### config.mk
export PLATFORM = sky130hd
export DESIGN_NAME = output_uart_tx_flat
export DESIGN_NICKNAME = d
export VERILOG_FILES = /design/src/rtl/output_uart_tx_if.sv /design/src/rtl/output_uart_tx.sv /design/src/flat_wrapper.sv
export SDC_FILE = /design/constraint.sdc
export NUM_CORES = 1
export LEC_CHECK = 0
export CAP_MARGIN = 10
export CORE_ASPECT_RATIO = 1.4
export CORE_UTILIZATION = 60
export CTS_BUF_LIST = sky130_fd_sc_hd__clkbuf_16
export CTS_CLUSTER_DIAMETER = 120
export DETAILED_ROUTE_END_ITERATION = 8
export DONT_BUFFER_PORTS = 1
export HOLD_SLACK_MARGIN = 0.15
export PLACE_DENSITY = 0.76
export SKIP_LAST_GASP = 1
export SYNTH_ARGS = -nofsm -noshare
export SYNTH_HDL_FRONTEND = slang
export SYNTH_SLANG_ARGS = --single-unit
### constraint.sdc
create_clock -name clk -period 3.65 [get_ports clk]
set_clock_uncertainty 0.2 [all_clocks]
set_input_delay 0.365 -clock clk [delete_from_list [all_inputs] [get_ports clk]]
set_output_delay 0.365 -clock clk [all_outputs]
set_load 0.005 [all_outputs]
### src/rtl/output_uart_tx_if.sv
// Core OUT-port handshake: the core drives the request and data, and the UART side
// drives back the FIFO-full stall signal.
interface output_uart_tx_if #(
    parameter int REG_W = 32
);
    logic             out_req;
    logic [REG_W-1:0] out_data;
    logic             out_busy;

    modport master (output out_req, output out_data, input out_busy);
    modport slave  (input out_req, input out_data, output out_busy);
endinterface

### src/rtl/output_uart_tx.sv
// OUT-port sink: captures each OUT byte on the request's falling edge, buffers it in a FIFO
// and shifts it out on txd as 8N1 UART, LSB first. It stalls the core while the FIFO is full.
module output_uart_tx #(
    parameter int CLK_PER_BIT     = 868,
    parameter int FIFO_DEPTH_LOG2 = 4,
    parameter int REG_W           = 32
) (
    input  logic                     clk,
    input  logic                     rstn,
    output_uart_tx_if.slave          bus,
    output logic                     txd,
    output logic                     tx_idle,
    output logic [FIFO_DEPTH_LOG2:0] fifo_count,
    output logic                     overflow
);
    localparam int DEPTH = 2 ** FIFO_DEPTH_LOG2;
    localparam int PW    = FIFO_DEPTH_LOG2;
    localparam int CW    = FIFO_DEPTH_LOG2 + 1;
    localparam int TW    = (CLK_PER_BIT > 1) ? $clog2(CLK_PER_BIT) : 1;
    localparam logic [TW-1:0] TMR_LAST = TW'(CLK_PER_BIT - 1);
    localparam logic [CW-1:0] FULL_CNT = CW'(DEPTH);

    typedef enum logic [1:0] {
        S_IDLE  = 2'd0,
        S_START = 2'd1,
        S_DATA  = 2'd2,
        S_STOP  = 2'd3
    } state_t;

    logic          req_d_r;
    logic [7:0]    hold_r;
    logic [7:0]    mem_r [DEPTH];
    logic [PW-1:0] wr_ptr_r, rd_ptr_r;
    logic [CW-1:0] count_r, count_nxt_s;
    logic          busy_r, ovf_r, txd_r, tx_idle_r;
    state_t        state_r, state_nxt;
    logic [TW-1:0] tmr_r, tmr_nxt;
    logic [2:0]    idx_r, idx_nxt;
    logic [7:0]    shreg_r, shreg_nxt;
    logic          txd_nxt, pop_s;
    logic          commit_s, full_s, wr_en_s;
    logic          data_unused_s;

    // Only the low byte of the OUT data is ever transmitted.
    assign data_unused_s = ^bus.out_data[REG_W-1:8];

    assign commit_s = req_d_r & ~bus.out_req;
    assign full_s   = (count_r == FULL_CNT);
    assign wr_en_s  = commit_s & ~full_s;

    // Track the request and keep the last data seen while it is high.
    always_ff @(posedge clk) begin
        if (!rstn) begin
            req_d_r <= 1'b0;
            hold_r  <= 8'h00;
        end else begin
            req_d_r <= bus.out_req;
            if (bus.out_req) hold_r <= bus.out_data[7:0];
        end
    end

    // FIFO storage needs no reset; entries are only read once they have been written.
    always_ff @(posedge clk) begin
        if (wr_en_s) mem_r[wr_ptr_r] <= hold_r;
    end

    // Next occupancy. A commit and a pop in the same cycle cancel out.
    always_comb begin
        case ({wr_en_s, pop_s})
            2'b10:   count_nxt_s = count_r + CW'(1);
            2'b01:   count_nxt_s = count_r - CW'(1);
            default: count_nxt_s = count_r;
        endcase
    end

    // FIFO pointers, occupancy and the busy/overflow flags.
    always_ff @(posedge clk) begin
        if (!rstn) begin
            wr_ptr_r <= PW'(0);
            rd_ptr_r <= PW'(0);
            count_r  <= CW'(0);
            busy_r   <= 1'b0;
            ovf_r    <= 1'b0;
        end else begin
            if (wr_en_s) wr_ptr_r <= wr_ptr_r + PW'(1);
            if (pop_s)   rd_ptr_r <= rd_ptr_r + PW'(1);
            count_r <= count_nxt_s;
            busy_r  <= (count_nxt_s == FULL_CNT);
            if (commit_s && full_s) ovf_r <= 1'b1;
        end
    end

    // Serializer next state. txd is derived from the next state so that the register
    // changes on the same edge as the state.
    always_comb begin
        state_nxt = state_r;
        tmr_nxt   = tmr_r;
        idx_nxt   = idx_r;
        shreg_nxt = shreg_r;
        pop_s     = 1'b0;
        case (state_r)
            S_IDLE: begin
                tmr_nxt = TW'(0);
                if (count_r != CW'(0)) begin
                    pop_s     = 1'b1;
                    shreg_nxt = mem_r[rd_ptr_r];
                    state_nxt = S_START;
                end else begin
                    state_nxt = S_IDLE;
                end
            end
            S_START: begin
                if (tmr_r == TMR_LAST) begin
                    tmr_nxt   = TW'(0);
                    idx_nxt   = 3'd0;
                    state_nxt = S_DATA;
                end else begin
                    tmr_nxt = tmr_r + TW'(1);
                end
            end
            S_DATA: begin
                if (tmr_r == TMR_LAST) begin
                    tmr_nxt = TW'(0);
                    if (idx_r == 3'd7) begin
                        state_nxt = S_STOP;
                    end else begin
                        idx_nxt = idx_r + 3'd1;
                    end
                end else begin
                    tmr_nxt = tmr_r + TW'(1);
                end
            end
            S_STOP: begin
                if (tmr_r == TMR_LAST) begin
                    tmr_nxt   = TW'(0);
                    state_nxt = S_IDLE;
                end else begin
                    tmr_nxt = tmr_r + TW'(1);
                end
            end
            default: begin
                tmr_nxt   = TW'(0);
                state_nxt = S_IDLE;
            end
        endcase
        case (state_nxt)
            S_START: txd_nxt = 1'b0;
            S_DATA:  txd_nxt = shreg_nxt[idx_nxt];
            default: txd_nxt = 1'b1;
        endcase
    end

    // Serializer state and registered line/idle outputs.
    always_ff @(posedge clk) begin
        if (!rstn) begin
            state_r   <= S_IDLE;
            tmr_r     <= TW'(0);
            idx_r     <= 3'd0;
            shreg_r   <= 8'h00;
            txd_r     <= 1'b1;
            tx_idle_r <= 1'b1;
        end else begin
            state_r   <= state_nxt;
            tmr_r     <= tmr_nxt;
            idx_r     <= idx_nxt;
            shreg_r   <= shreg_nxt;
            txd_r     <= txd_nxt;
            tx_idle_r <= (count_nxt_s == CW'(0)) && (state_nxt == S_IDLE);
        end
    end

    assign bus.out_busy = busy_r;
    assign txd          = txd_r;
    assign tx_idle      = tx_idle_r;
    assign fifo_count   = count_r;
    assign overflow     = ovf_r;
endmodule

### src/flat_wrapper.sv
// flat-port wrapper written by rule: the top's interface ports become plain ports
module output_uart_tx_flat 
#(
    parameter int CLK_PER_BIT     = 868,
    parameter int FIFO_DEPTH_LOG2 = 4,
    parameter int REG_W           = 32
)
  (clk, rstn, txd, tx_idle, fifo_count, overflow, bus_out_req, bus_out_data, bus_out_busy);
  output_uart_tx_if #(.REG_W(REG_W)) bus_i ();
  input  logic clk;
  input  logic rstn;
  output logic txd;
  output logic tx_idle;
  output logic [FIFO_DEPTH_LOG2:0] fifo_count;
  output logic overflow;
  input wire logic [$bits(bus_i.out_req)-1:0] bus_out_req;
  input wire logic [$bits(bus_i.out_data)-1:0] bus_out_data;
  output wire logic [$bits(bus_i.out_busy)-1:0] bus_out_busy;
  assign bus_i.out_req = bus_out_req;
  assign bus_i.out_data = bus_out_data;
  assign bus_out_busy = bus_i.out_busy;
  output_uart_tx #(.CLK_PER_BIT(CLK_PER_BIT), .FIFO_DEPTH_LOG2(FIFO_DEPTH_LOG2), .REG_W(REG_W)) u_core (.clk(clk), .rstn(rstn), .bus(bus_i), .txd(txd), .tx_idle(tx_idle), .fifo_count(fifo_count), .overflow(overflow));
endmodule
==> results of run 1 <==
-- state kept, by name (all words and copies together) (netlist names), named ones only --
signal and count:
u_core.req_d_r 1, u_core.tx_idle 1, u_core.mem_r 128, u_core.hold_r 8, u_core.state_r 2, u_core.overflow 1
u_core.wr_ptr_r 4, u_core.txd 1, u_core.shreg_r 8, u_core.tmr_r 10, u_core.idx_r 3, u_core.bus.out_busy 1
u_core.fifo_count 5, u_core.rd_ptr_r 4
-- per-stage QoR --
step / power (uW) / hold slack, ns / utilization / setup WS, ns / cells
after floorplan: 3368 / 0.2207 / - / 0.7337 / 496
after global placement: 3555 / 0.2256 / 0.6355 / 0.5530 / 628
after detailed placement: 3595 / 0.2319 / 0.6355 / 0.4308 / 628
after CTS: 5440 / 0.1807 / 0.6939 / 0.3818 / 670
after global routing: 5649 / 0.1975 / 0.6939 / 0.1675 / 670
final: 5405 / 0.1942 / 0.6939 / 0.3866 / 670
-- cell usage in the layout, fill, tap and decap left out, drive strengths merged, types with 10 or more instances in the layout --
master       instances
a21oi               14
buf                 10
clkbuf              17
dfxtp               53
dlygate4sd3         10
edfxtp             128
ha                  14
inv                 19
mux2i               21
mux4                32
nand2               16
nor2                63
xor2                11
-- timing repair --
action | CTS | global route
setup endpoints to repair | 0 | 0
setup buffers | 0 | 0
endpoints found under the hold margin | 16 | 0
hold buffers | 10 | 0
-- path summary, 6_finish.rpt --
kind                            cells past startpoint                    to  slack [ns]                 start
worst max-delay path                               13        u_core.tx_idle        0.39           bus_out_req
worst min-delay path                                3  u_core.fifo_count[1]        0.19                  rstn
worst max register to register                     11        u_core.tx_idle        0.43  u_core.fifo_count[1]
worst min register to register                      1       u_core.tmr_r[0]        0.26       u_core.tmr_r[0]
-- cells in the mapped netlist (2+ instances only) --
cell type | count | area [um^2]
a211oi_1 | 8 | 60.06
a21oi_1 | 14 | 70.07
a22oi_1 | 2 | 15.01
a31oi_1 | 3 | 18.77
a41oi_1 | 2 | 17.52
and2_1 | 7 | 43.79
and3_1 | 2 | 12.51
buf_1 | 2 | 7.510
buf_2 | 9 | 45.04
buf_6 | 2 | 22.52
clkbuf_1 | 11 | 41.29
dfxtp_1 | 53 | 1061
edfxtp_1 | 128 | 3844
ha_1 | 14 | 175.2
inv_1 | 9 | 33.78
inv_2 | 2 | 7.510
mux2i_1 | 21 | 210.2
mux4_2 | 32 | 720.7
nand2_1 | 15 | 56.30
nand2b_1 | 8 | 50.05
nand3_1 | 6 | 30.03
nand4_1 | 4 | 25.02
nor2_1 | 62 | 232.7
nor2b_1 | 2 | 12.51
nor3_1 | 7 | 35.03
nor3b_1 | 2 | 15.01
nor4b_2 | 2 | 30.03
o21ai_0 | 2 | 10.01
o22ai_1 | 8 | 50.05
o311ai_1 | 2 | 17.52
o41ai_1 | 3 | 26.28
or2_2 | 2 | 12.51
xnor2_1 | 8 | 70.07
xor2_1 | 11 | 96.34
-- area by class of cell --
class                   instances  share of cell area
well taps                     147             0.02210
flip-flops and latches        181              0.5894
multi-input cells             278              0.2884
clock buffers                  17             0.05110
inverters                      12            0.005411
repair buffers                 20             0.02255
clock inverters                15             0.02104
-- kinds of logic after synthesis --
family | synth area share
buffers and inverters | 0.02260
AO/OA/AOI/OAI | 0.06311
adder cells (fa/ha/maj) | 0.02344
AND/OR/NAND/NOR | 0.08788
multiplexers | 0.1245
XOR/XNOR | 0.02226
flip-flops | 0.6562
-- power breakdown --
part	leakage [uW]	switching [uW]	internal, uW
Combinational	0.000865	623	518
Sequential	0.00161	129	2290
Clock	0.000305	759	1080
-- critical path, cell delays in order --
cell	delay, ns
dlygate4sd3_1	0.94
nor2b_1	0.12
a21boi_1	0.18
inv_2	0.12
nand2_2	0.11
xnor2_1	0.15
ha_1	0.23
nand2b_1	0.08
a31oi_1	0.09
a2111oi_2	0.46
xnor2_1	0.21
nand3b_1	0.12
o41ai_2	0.22
-- routing by layer --
layer | routed length, um | part of all wire
met5 | 0 | 0
met4 | 354 | 0.025
met3 | 628 | 0.045
met2 | 7397 | 0.53
met1 | 5587 | 0.40
==> metrics.yaml, run 1 <==
status: "finished, final reports clean"
numPortBuffers: 0
p_leak_uw: 0.002778
postRouteAntennaNets: 0
start_util: 0.6231
netlist_area_mm2: 0.007475
dr.pass1.iters: 5
drc_errors: 0
cts_buffers: 17
powerDensity_mw_per_mm2: 649.3
worstHoldPathType: "in2reg"
cts_tree: "built"
min_period_over_period: 0.8941
grt.busiest_layer: "met2"
clockRootBuffer: "clkbuf_16"
cts-resized-gates: 0
grtUsageMet2: 0.4094
dpl.hpwl_mm: 8.987
cts_sinks: 181
layout_min_cycle_time_ns: 3.263
rows: 47
max_freq_ghz: 0.3064
avgSynthCellArea_um2: 15.07
io_pins: 44
drv.max_cap_violation_count: 0
die_w_um: 96.33
synth-seq-cells: 181
vdd.ir_drop.worst_v: 0.0003790
synth-main-ff-cell: "edfxtp_1"
syn-instance-count: 496
gp_congestion: 0.8023
grt_use_met1: 0.2992
die_y_um: 134.1
clock_latency_ns: 0.42
finalWirelength_mm: 13.97
crit_path_end_kind: "flip-flop"
finalNetCount: 559
synth_fp_nets: 545
htreeDepth: 4
cts_buffer_depth: 2
synthToLayoutAreaGrowth_pct: 11.37
drv_slew: 0
final_area_mm2: 0.008324
grt-ovfl-total: 0
wl_per_cell_um: 20.85
vias: 4178
dpl_cell_area_mm2: 0.007624
rsz0062_at_grt: "no"
regArea_mm2: 0.004906
ys_warn_count: 0
met3_usage: 0.05215
synth-async-reset-ratio: 0
track_usage: 0.2437
viasPerCell: 6.236
seq_area_frac_synth: 0.6562
core_area_mm2: 0.01200
setup_tns_ns: 0
cp-start-kind: "input port"
diodes: 0
slew_headroom: 0.4245
grt_pass1_wl_mm: 22.26
layout-drive-gt1-share: 0.1721
worstPathMaxFanout: 10
synth_edf_count: 128
fill_cells: 771
multi_input_area_mm2: 0.002401
yosysUniqueCellTypes: 65
finalSetupViolCount: 0
grt_pass1_vias: 4202
drt_iter0_drc: 351
tightest_slew_ns: 0.8600
cp.arrival_ns: 3.39
grt_max_degree: 36
dieArea_mm2: 0.01291
clk_pin_slew_ns: 0.07
antenna_found_initial: 0
crit_type: "in2reg"
hold_viol: 0
critPathRequiredTime_ns: 3.77
(Power assumes the default switching activity.)
==> inputs of run 2 (changes only) <==
--- a/config.mk
+++ b/config.mk
@@ -5,7 +5,6 @@
 export SDC_FILE = /design/constraint.sdc
 export NUM_CORES = 1
 export LEC_CHECK = 0
-export CAP_MARGIN = 10
 export CORE_ASPECT_RATIO = 1.4
 export CORE_UTILIZATION = 60
 export CTS_BUF_LIST = sky130_fd_sc_hd__clkbuf_16
==> results of run 2 <==
The final DEF is identical to that of run 1; final timing and power are the same.
==> inputs of run 3 (changes only) <==
--- a/config.mk
+++ b/config.mk
@@ -17,3 +17,4 @@
 export SYNTH_ARGS = -nofsm -noshare
 export SYNTH_HDL_FRONTEND = slang
 export SYNTH_SLANG_ARGS = --single-unit
+export TNS_END_PERCENT = 100
==> results of run 3 <==
The final DEF is identical to that of run 1; final timing and power are the same.
==> RTL edit 1, RTL diff (settings of run 2) <==
`FIFO_DEPTH_LOG2` is set to 4 in 2 places; all go to 2.
--- a/src/rtl/output_uart_tx.sv
+++ b/src/rtl/output_uart_tx.sv
@@ -2,7 +2,7 @@
 // and shifts it out on txd as 8N1 UART, LSB first. It stalls the core while the FIFO is full.
 module output_uart_tx #(
     parameter int CLK_PER_BIT     = 868,
-    parameter int FIFO_DEPTH_LOG2 = 4,
+    parameter int FIFO_DEPTH_LOG2 = 2,
     parameter int REG_W           = 32
 ) (
     input  logic                     clk,
--- a/src/flat_wrapper.sv
+++ b/src/flat_wrapper.sv
@@ -2,7 +2,7 @@
 module output_uart_tx_flat 
 #(
     parameter int CLK_PER_BIT     = 868,
-    parameter int FIFO_DEPTH_LOG2 = 4,
+    parameter int FIFO_DEPTH_LOG2 = 2,
     parameter int REG_W           = 32
 )
   (clk, rstn, txd, tx_idle, fifo_count, overflow, bus_out_req, bus_out_data, bus_out_busy);
Interface: changed (resized fifo_count); port bits go from 44 to 42. The function was not compared with the original's and may differ.
==> RTL edit 1 against run 2 <==
- global-route usage is 3.8 points lower
- largest power group unchanged
- highest routed layer unchanged
- power is 57% lower
- setup slack got worse by 23 ps
- sequential cell count is 104 lower
- design area is 54% lower
- area after synthesis is 55% lower
- wire length decreased by 62%
- clock power fell by 54%
- synthesized cell count fell by 44%
==> RTL edit 1: results (changes against run 2) <==
- 3.00 mm — Met2 Wirelength, was 7.40 mm
- 320 ps — clock insertion delay at the later pin of the skew report, was 420 ps
- 438 uV — maximum ir drop on the vdd rail, was 379 uV
- u_core.bus.out_busy — end of the critical path, was u_core.tx_idle
- 34 — pin count of the biggest net entering global routing, was 36
- 9.04 mm — global-route wire length before repair, was 22.3 mm
- 14.8 um — wire length per cell, was 20.8 um
- 331 — Inst Count DP, was 628
- 4 — number of optimization iterations in the first detailed-route pass, was 5
- 39.5% — Max transition margin, was 42.5%
- 10.3% — fraction of layout cells with a size suffix above 1, was 17.2%
- 3320 ps — data arrival time of the critical path, was 3390 ps
- 598 uW — Switch Pwr, was 1.51 mW
- 3410 um2 — area of placed instances, was 7620 um2
- 431 uW — Comb power, was 1.14 mW
- 1996 — via count, was 4178
- 137 um — length of routed met3 wiring, was 628 um
- 760 ps — Critical Path Max Stage Delay, was 940 ps
- 357 — final cell count without fillers, was 670
- finished, final reports clean — outcome, unchanged
- 12.9% — P&R area growth vs syn, was 11.4%
- 760 ps — setup slack of the worst register-to-register path, was 430 ps
- dfxtp_1, edfxtp_1, nor2b_1, mux2i_1 — commonest cells in the netlist, was edfxtp_1, nor2_1, dfxtp_1, mux4_2, mux2i_1
- 324 — net count after synthesis, was 545
- 5.81% — met3 demand-to-capacity share in global routing, was 5.22%
- 3 — H-tree depth, was 4
- u_core.mem_r x32, u_core.tmr_r x10 — leading registers by flop count, was u_core.mem_r x128, u_core.tmr_r x10
- 38.2% — met2 track demand over resource in global routing, was 40.9%
- 9 — number of buffers created by CTS, was 17
- 396 — Filler Cells Inserted, was 771
- dfxtp_1 — Post-synth top flop, was edfxtp_1
- 334 — count of nets after finishing, was 559
- 8 — worst reg2reg path depth, was 11
- 2.33 mW — final total power, was 5.41 mW
- 52 — library cells used by synthesis, was 65
- 2.07 mm — metal1 wirelength, was 5.59 mm
- 0.304 GHz — Highest Clock Rate, was 0.306 GHz
- edfxtp_1, dfxtp_1, mux2i_1, mux4_2, ha_1 — top area cells in the synthesized netlist, was edfxtp_1, dfxtp_1, mux4_2, nor2_1, mux2i_1
- 1.40 nW — leakage component of the power, was 2.78 nW
- 32 — Post-synth EDFFs, was 128
- 20.5% — fraction of met1 tracks used by global routing, was 29.9%
- 795 ps — worst slack, placed, was 431 ps
- 3.56 mm — final HPWL from detailed placement, was 8.99 mm
- 55.3% — proportion of synthesized chip area in sequential cells, was 65.6%
- 2005 — via count of the first global-routing pass, was 4202
- compound AO/OA/AOI/OAI gates — family of cells with the greatest summed delay on the critical path, was buffers and inverters
- 2 — worst hold path depth, was 3
- u_core.txd — Endpoint, Worst Hold, was u_core.fifo_count[1]
- 20.6% — Total Routing Usage GR, was 24.4%
- 99 — DRT iter0 DRCs, was 351
## RTL edit 1: cell types whose count changed after synthesis, sizes merged, moves of 8 or more
cell and change:
nor2 -48, buf -11, dfxtp -8, a21oi -11
mux4 -24, edfxtp -96, and2 +10, nor2b +19
## RTL edit 1: cells by family after synthesis
kind of cell / after synthesis / synth area share [%]
xor gates and xnor gates: 14 / 3.64
adders and majority gates: 13 / 5.05
buffers and inverters: 23 / 2.64
AOI/OAI and AO/OA: 30 / 6.76
DFF: 77 / 55.3
and+or+nand+nor: 91 / 15.2
muxes: 28 / 11.4
## RTL edit 1: timing repair
action	4_1_cts	5_1_grt
setup buffers	0	0
hold endpoints to repair	35	0
hold buffers	10	0
resized for setup	0	0
## RTL edit 1: layout make-up
type | count | share of cell area (%)
repair buffers | 11 | 2.83
clock inverters | 7 | 1.71
clock buffers | 9 | 5.93
multi-input cells | 176 | 37.3
well taps | 66 | 2.17
inverters | 11 | 1.09
flip-flops and latches | 77 | 49.0
==> RTL edit 2, RTL diff (config.mk and constraints of run 2) <==
Made on the original files. `shreg_r` no longer has a reset.
--- a/src/rtl/output_uart_tx.sv
+++ b/src/rtl/output_uart_tx.sv
@@ -156,17 +156,19 @@
             state_r   <= S_IDLE;
             tmr_r     <= TW'(0);
             idx_r     <= 3'd0;
-            shreg_r   <= 8'h00;
             txd_r     <= 1'b1;
             tx_idle_r <= 1'b1;
         end else begin
             state_r   <= state_nxt;
             tmr_r     <= tmr_nxt;
             idx_r     <= idx_nxt;
-            shreg_r   <= shreg_nxt;
             txd_r     <= txd_nxt;
             tx_idle_r <= (count_nxt_s == CW'(0)) && (state_nxt == S_IDLE);
         end
+    end
+
+    always_ff @(posedge clk) begin
+        shreg_r <= shreg_nxt;
     end
 
     assign bus.out_busy = busy_r;
Formal check against the unedited RTL: no difference found for any inputs over 10 cycles, from zero or initial values and one cycle with rstn low; that may be too few to reach the edited logic, so the function may still have changed.
==> RTL edit 2 against run 2 <==
- wire length shrank 0.24%
- first-iteration DRC count shrank 26%
- worst hold slack lost 17 ps
- setup slack gained 5.5 ps
- design area shrank 1.1%
- via count shrank 3.7%
- critical path type is now flop to flop
- area after synthesis shrank 0.97%
- sequential cell count is the same
- power grew 3.2%
==> RTL edit 2: results (changes against run 2) <==
- 21.5 mm — global-route wire length before repair, was 22.3 mm
- 2.81 nW — leakage component of the power, was 2.78 nW
- 258 — DRT iter0 DRCs, was 351
- 554 — count of nets after finishing, was 559
- 9.17 mm — final HPWL from detailed placement, was 8.99 mm
- finished, final reports clean — outcome, unchanged
- 788 — Filler Cells Inserted, was 771
- 29.8% — net switching share of the total power, was 28.0%
- 3410 ps — data arrival time of the critical path, was 3390 ps
- edfxtp_1, dfxtp_1, mux4_2, mux2i_1, nor2_1 — top area cells in the synthesized netlist, was edfxtp_1, dfxtp_1, mux4_2, nor2_1, mux2i_1
- 5.59% — area fraction in compound gates after synthesis, was 6.31%
- 63 — library cells used by synthesis, was 65
- 38.8% — Max transition margin, was 42.5%
- edfxtp_1, nor2_1, dfxtp_1, mux4_2, mux2i_1 — commonest cells in the netlist, unchanged
- flop to flop — critical path class, was primary input to flop
- 66.3% — proportion of synthesized chip area in sequential cells, was 65.6%
- 12.7% — multiplexer share of the synthesized area, was 12.5%
- 4 — number of optimization iterations in the first detailed-route pass, was 5
- 21.0 um — wire length per cell, was 20.8 um
- 2.37% — xor-xnor portion of the synthesized cell area, was 2.23%
- 18.5% — fraction of layout cells with a size suffix above 1, was 17.2%
- 23.9% — Total Routing Usage GR, was 24.4%
- 0.756 — routability cong., was 0.802
- 31 — pin count of the biggest net entering global routing, was 36
- 9 — crit path max fanout, was 10
- 407 uV — maximum ir drop on the vdd rail, was 379 uV
- 2.37% — Adder-Cell Fraction of Synth Area, was 2.34%
[RTL edit 2: metal layers]
layer | GRT usage [%] | wire length (um) | vias up
met5 | 0 | 0 | -
met1 | 28.7 | 5520 | 2033
met4 | 7.38 | 154 | 0
met2 | 42.1 | 7640 | 106
met3 | 5.71 | 619 | 12
li1 | - | - | 1874
[RTL edit 2: critical path, stage by stage (launching register included)]
cell and delay (ps):
dfxtp_1 420, or4_4 610, o21ai_4 260, nor2_2 140
xor2_1 190, ha_1 240, a21o_1 130, a21oi_1 70
a2111oi_2 380, xor2_1 230, and2_1 160, nor3b_2 140
[RTL edit 2: cells by family (layout without fill, tap and decap cells)]
kind of cell / Yosys count / in the layout
buf+inv: 34 / 67
mux: 56 / 56
flops: 181 / 181
fa+ha+maj: 14 / 14
simple gates: 127 / 127
xor+xnor: 20 / 20
compound gates: 53 / 53
[RTL edit 2: path summary, 6_finish.rpt]
check,end,slack (ps),depth (start not counted)
worst min-delay path,u_core.rd_ptr_r[3],180,3
worst max register to register,u_core.bus.out_busy,390,11
worst min register to register,u_core.shreg_r[3],270,1
worst max-delay path,u_core.bus.out_busy,390,11
[RTL edit 2: what timing repair did]
item	in CTS	in global routing
gates resized for setup	0	1
setup endpoints to repair	0	3
hold endpoints to repair	15	0
hold buffers	10	0
[RTL edit 2: cell type report]
cell class | count | area, um2 | share of cell area (%)
well taps | 147 | 184 | 2.23
inverters | 10 | 37.5 | 0.456
flip-flops and latches | 181 | 4910 | 59.6
multi-input cells | 270 | 2320 | 28.2
repair buffers | 25 | 228 | 2.77
clock inverters | 15 | 133 | 1.61
clock buffers | 17 | 425 | 5.17
[RTL edit 2: power groups by stage]
stage / clock network [mW] / logic [mW] / registers [mW]
floorplan: 0 / 1.23 / 2.45
global placement: 0 / 1.33 / 2.54
detailed placement: 0 / 1.36 / 2.55
CTS: 1.73 / 1.39 / 2.51
global route: 1.81 / 1.50 / 2.53
finish: 1.71 / 1.36 / 2.50
[RTL edit 2: through the flow]
stage	instances	area (um2)	setup slack [ps]	power, mW	hold WS [ps]
after global routing	665	8230	108	5.84	178
after CTS	665	8230	29.1	5.63	163
after floorplan	485	7400	760	3.68	223
after detailed placement	623	7570	383	3.91	243
final	665	8230	392	5.58	177
after global placement	623	7570	466	3.87	239
